**config.mk**
```make
export PLATFORM = sky130hd
export DESIGN_NAME = captura_operandos
export DESIGN_NICKNAME = d
export VERILOG_FILES = /design/src/rtl/captura_operandos.sv
export SDC_FILE = /design/constraint.sdc
export NUM_CORES = 1
export LEC_CHECK = 0
export BUFFER_PORTS_ARGS = -buffer_cell sky130_fd_sc_hd__buf_2
export CORE_MARGIN = 4
export CORE_UTILIZATION = 46
export CTS_BUF_LIST = sky130_fd_sc_hd__clkbuf_8
export DETAILED_ROUTE_END_ITERATION = 16
export GPL_TIMING_DRIVEN = 0
export PLACE_DENSITY_LB_ADDON = 0.08
export SYNTH_ARGS = -nofsm -noshare
export SYNTH_HDL_FRONTEND = slang
export SYNTH_SLANG_ARGS = --single-unit
```
**constraint.sdc**
```tcl
create_clock -name clk -period 1.37 [get_ports clk]
set_clock_uncertainty 0.1 [all_clocks]
set_input_delay 0.0685 -clock clk [delete_from_list [all_inputs] [get_ports clk]]
set_output_delay 0.0685 -clock clk [all_outputs]
set_load 0.03 [all_outputs]
```
**src/rtl/captura_operandos.sv**
```systemverilog
// captura_operandos: operand-entry and result-capture controller for the
// calculator datapath. Two button presses load operands A and B from the
// switch bank into the external multiplier. One cycle later the product
// halves and the derived status flags are registered for the display stage.
module captura_operandos #(
  parameter int N = 4
) (
  input  logic         clk,
  input  logic         rst_n,
  input  logic [N-1:0] sw,
  input  logic         btn_load,
  input  logic         btn_clr,
  input  logic [N-1:0] R,
  input  logic [N-1:0] Of,
  output logic [N-1:0] x,
  output logic [N-1:0] y,
  output logic [N-1:0] res_q,
  output logic [N-1:0] of_q,
  output logic         flag_ov,
  output logic         flag_z,
  output logic         valid,
  output logic [1:0]   state
);

  typedef enum logic [1:0] {
    WAIT_A = 2'b00,
    WAIT_B = 2'b01,
    CALC   = 2'b10,
    SHOW   = 2'b11
  } state_t;

  state_t cur;

  logic ld_s1, ld_s2, ld_s3;
  logic clr_s1, clr_s2, clr_s3;
  logic ld_p, clr_p;

  // Two-flop synchronizers plus a third flop for rising-edge detection on both buttons
  always_ff @(posedge clk or negedge rst_n) begin
    if (!rst_n) begin
      ld_s1  <= 1'b0;
      ld_s2  <= 1'b0;
      ld_s3  <= 1'b0;
      clr_s1 <= 1'b0;
      clr_s2 <= 1'b0;
      clr_s3 <= 1'b0;
    end else begin
      ld_s1  <= btn_load;
      ld_s2  <= ld_s1;
      ld_s3  <= ld_s2;
      clr_s1 <= btn_clr;
      clr_s2 <= clr_s1;
      clr_s3 <= clr_s2;
    end
  end

  assign ld_p  = ld_s2 & ~ld_s3;
  assign clr_p = clr_s2 & ~clr_s3;

  // Operand/result FSM: clear beats everything, including a pending load or result capture
  always_ff @(posedge clk or negedge rst_n) begin
    if (!rst_n) begin
      cur     <= WAIT_A;
      x       <= '0;
      y       <= '0;
      res_q   <= '0;
      of_q    <= '0;
      flag_ov <= 1'b0;
      flag_z  <= 1'b0;
      valid   <= 1'b0;
    end else if (clr_p) begin
      cur     <= WAIT_A;
      x       <= '0;
      y       <= '0;
      res_q   <= '0;
      of_q    <= '0;
      flag_ov <= 1'b0;
      flag_z  <= 1'b0;
      valid   <= 1'b0;
    end else begin
      case (cur)
        WAIT_A: begin
          if (ld_p) begin
            x   <= sw;
            cur <= WAIT_B;
          end
        end
        WAIT_B: begin
          if (ld_p) begin
            y   <= sw;
            cur <= CALC;
          end
        end
        CALC: begin
          res_q   <= R;
          of_q    <= Of;
          flag_ov <= |Of;
          flag_z  <= (R == '0) && (Of == '0);
          valid   <= 1'b1;
          cur     <= SHOW;
        end
        SHOW: begin
          if (ld_p) begin
            x     <= sw;
            valid <= 1'b0;
            cur   <= WAIT_B;
          end
        end
        default: cur <= WAIT_A;
      endcase
    end
  end

  assign state = cur;

endmodule

```
==> impl_results.md <==
- Status: complete, but fails checks
- Failing checks: negative setup slack
- FP Rows: 17
- Seq/Total Area, Yosys: 0.602
- Io pins: 37
- Final cell count without fillers: 172
- Power per Cell Area: 2120 mW/mm^2
- Pwr Total: 3.38 mW
- WL final: 2320 um
- CP cell instances: inv_2 -> ha_4 -> or2_4 -> a21boi_2 -> a311oi_2
- Leading area contributor after synthesis: dfrtp_1
- Max Cap Viol: 0
- CTS H-tree depth: 1
- Inserted Clock Buffers: 3
- Initial detailed-routing violation count: 19
- Crit path max fanout: 3
- Logic gate share of total power: 0.512
- Final setup margin: -0.0461 ns
- Layout area overhead: 42.3%
- Synth Area in Simple Gates: 0.137
- Period minus WS final: 1.42 ns
- Global-route wire length before repair: 4060 um
- Fillers: 172
- Reg clk slew, reported paths: 0.09 ns
- Area of the multi-input gates: 477 um^2
- WP data arrival: 1.47 ns
- Final hold violations: 0
- Clock Power Share: 0.130
- Ant diodes: 0
- Net Sw Power: 1.43 mW
- Post-Syn Area: 0.00112 mm^2
- Worst Setup End Kind: flop
- Synth warnings: 0
- Die W: 57.4 um
- Crit-path leading delay family: flip-flops
- Sw frac: 0.422
- F_max: 706 MHz
- Distinct cell type count of the synthesized netlist: 23
- Final setup vio count: 1
- Worst Path Buf+Inv: 1
- Clock Path Buffers: 2
- Remaining routing DRC violations: 0
- Max IR drop VDD: 1570 uV
- GRT overflow: 0
- Adder-cell share of the synthesized area: 0.0446
- Die height: 57.4 um
- RSZ-0062 raised after global routing: true
- Ratio of cells with drive above 1 in the final layout: 0.403
- Relative slew slack: 0.616
- Vias in the first global route: 916
- Xor-xnor portion of the synthesized cell area: 0
- Mux contribution to synthesized area: 0.143
- Initial antenna violation count: 0
- GRT Overall Usage: 0.161
- Internal: 1.96 mW
- Port-buffer cells: 36
- Post-synthesis instance total: 88
- Dpl hpwl: 1600 um
- GPL Wtd Cong: 0.817
- Post-route ant nets: 0
- Share of the synthesized area in the top cell type: 0.602
- Via density: 4.94
- Slew @ Worst Pin: 0.576 ns
- Largest net degree at the start of global routing: 28
- CP Class: flop to flop
- Root buffer cell: clkbuf_8
- HP Class: input pin to flop
- Largest family of logic cells by synthesized area: multiplexers
- #FFs+latches synth: 27
- Die ar.: 0.00329 mm^2
- Final worst-path cycle share: 1.03
- Final Net Count: 165
- Mapped Avg Cell Area: 12.8 um^2
- DR WL/cell: 13.5 um
- Pleak: 0.867 nW
- Crit path max-delay cell type: dfrtp_2
- FF+latch area: 678 um^2
- Vias: 849
- Max stage delay on crit path: 0.45 ns
- TritonCTS clock tree: yes
- First-pass DRT Iterations: 4
- Reg power frac: 0.357
- CP Launch Type: flop
- Core area: 0.00228 mm^2
- Slew Limit Fails: 0
- Top cells by area, synth: dfrtp_1, mux2i_1, nor2_1, ha_1, nand3b_2
- # placed instances: 152
- Initial Util: 0.493
- Complex-gate fraction of the synthesized area: 0.0513
- Critical path required time: 1.42 ns
- Skew-Pair Late Insertion Delay: 0.27 ns
- Post-Syn Nets: 108
- Sink Count: 27
==> synth_stat cells (all sizes together) <==
master   n
nand2b   2
or2      1
a21oi    3
a21boi   1
a21o     1
nor2    17
nor2b    1
nand3b   2
a211oi   1
a311oi   1
dfrtp   27
nor4     2
nand2    2
buf      3
nand3    1
inv      2
ha       4
mux2i   16
o21bai   1
==> area by class of cell <==
class,count,area share
flip-flops and latches,27,0.425
multi-input cells,56,0.299
repair buffers,53,0.215
clock buffers,3,0.0259
well taps,28,0.0219
plain buffers,2,0.00627
inverters,2,0.00470
clock inverters,1,0.00313
==> layout by cell type (no fill, tap or decap), drive strengths merged <==
master	Yosys	final
o21bai	1	1
nand2	2	2
dfrtp	27	27
a211oi	1	1
a21o	1	1
clkbuf	0	3
nor2	17	17
ha	4	4
or2	1	1
clkinv	0	1
nand2b	2	2
nor4	2	2
mux2i	16	16
dlygate4sd3	0	14
a21oi	3	3
a311oi	1	1
a21boi	1	1
nand3	1	1
nor2b	1	1
buf	3	41
nand3b	2	2
inv	2	2
==> sequential cells by signal, indices dropped and copies added, names as in the netlist <==
| register | flops |
|---|---|
| of_q | 4 |
| res_q | 4 |
| x | 4 |
| y | 4 |
| state | 2 |
| clr_s1 | 1 |
| clr_s2 | 1 |
| clr_s3 | 1 |
| flag_ov | 1 |
| flag_z | 1 |
| ld_s1 | 1 |
| ld_s2 | 1 |
| ld_s3 | 1 |
| valid | 1 |
==> what timing repair did <==
action                                 4_1_cts  5_1_grt
gates resized for setup                      1        6
setup endpoints to repair                   11       14
buffers inserted                             2        1
endpoints found under the hold margin       44        0
pin swaps                                    1        5
hold buffers                                14        0
==> metrics by stage <==
stage	util	TNS (ns)	worst slack [ns]	hold slack [ns]	area, um^2
floorplan	-	-0.0808	-0.0471	-0.327	1140
global placement	0.595	0	0.0180	0.000579	1360
detailed placement	0.595	-0.0600	-0.0339	0.00452	1360
CTS	0.688	-0.0464	-0.0238	0.00496	1570
global route	0.701	-0.188	-0.110	0.0344	1600
finish	0.701	-0.0461	-0.0461	0.00277	1600
==> power groups by stage <==
stage          Clock [mW]  Sequential (mW)  Combinational (mW)
5_1_grt             0.506             1.25                1.87
3_5_place_dp            0             1.22                1.52
6_report            0.441             1.21                1.73
4_1_cts             0.463             1.20                1.64
3_3_place_gp            0             1.21                1.49
2_1_floorplan           0             1.70               0.616
==> path summary, 6_finish.rpt <==
| check | start | endpoint | slack, ns | cells past startpoint |
|---|---|---|---|---|
| min reg2reg | ld_s1 | ld_s2 | 0.26 | 0 |
| max | state[0] | state[0] | -0.05 | 5 |
| min in group asynchronous | rst_n | flag_ov | 0.22 | 2 |
| min | Of[0] | of_q[0] | 0.003 | 3 |
| max reg2reg | state[0] | state[0] | -0.05 | 5 |
| max in group asynchronous | rst_n | state[1] | 0.54 | 2 |
==> worst reg2reg max path, stage by stage (launching register included) <==
cell and delay, ns:
dfrtp_2 0.45, inv_2 0.09, ha_4 0.21, or2_4 0.24, a21boi_2 0.16, a311oi_2 0.05
==> per-layer routing <==
layer | global-route usage | share of wire | vias up
li1 | - | - | 408
met1 | 0.195 | 0.43 | 407
met2 | 0.253 | 0.46 | 29
met3 | 0.0566 | 0.087 | 5
met4 | 0.0795 | 0.020 | 0
met5 | 0 | 0 | -
==> cell families (layout without fill, tap and decap cells) <==
logic type | count (synthesis) | in the layout
flops | 27 | 27
fa+ha+maj | 4 | 4
simple gates | 28 | 28
buf+inv | 5 | 61
compound gates | 8 | 8
mux | 16 | 16
Power figures use the tool's default switching activity.
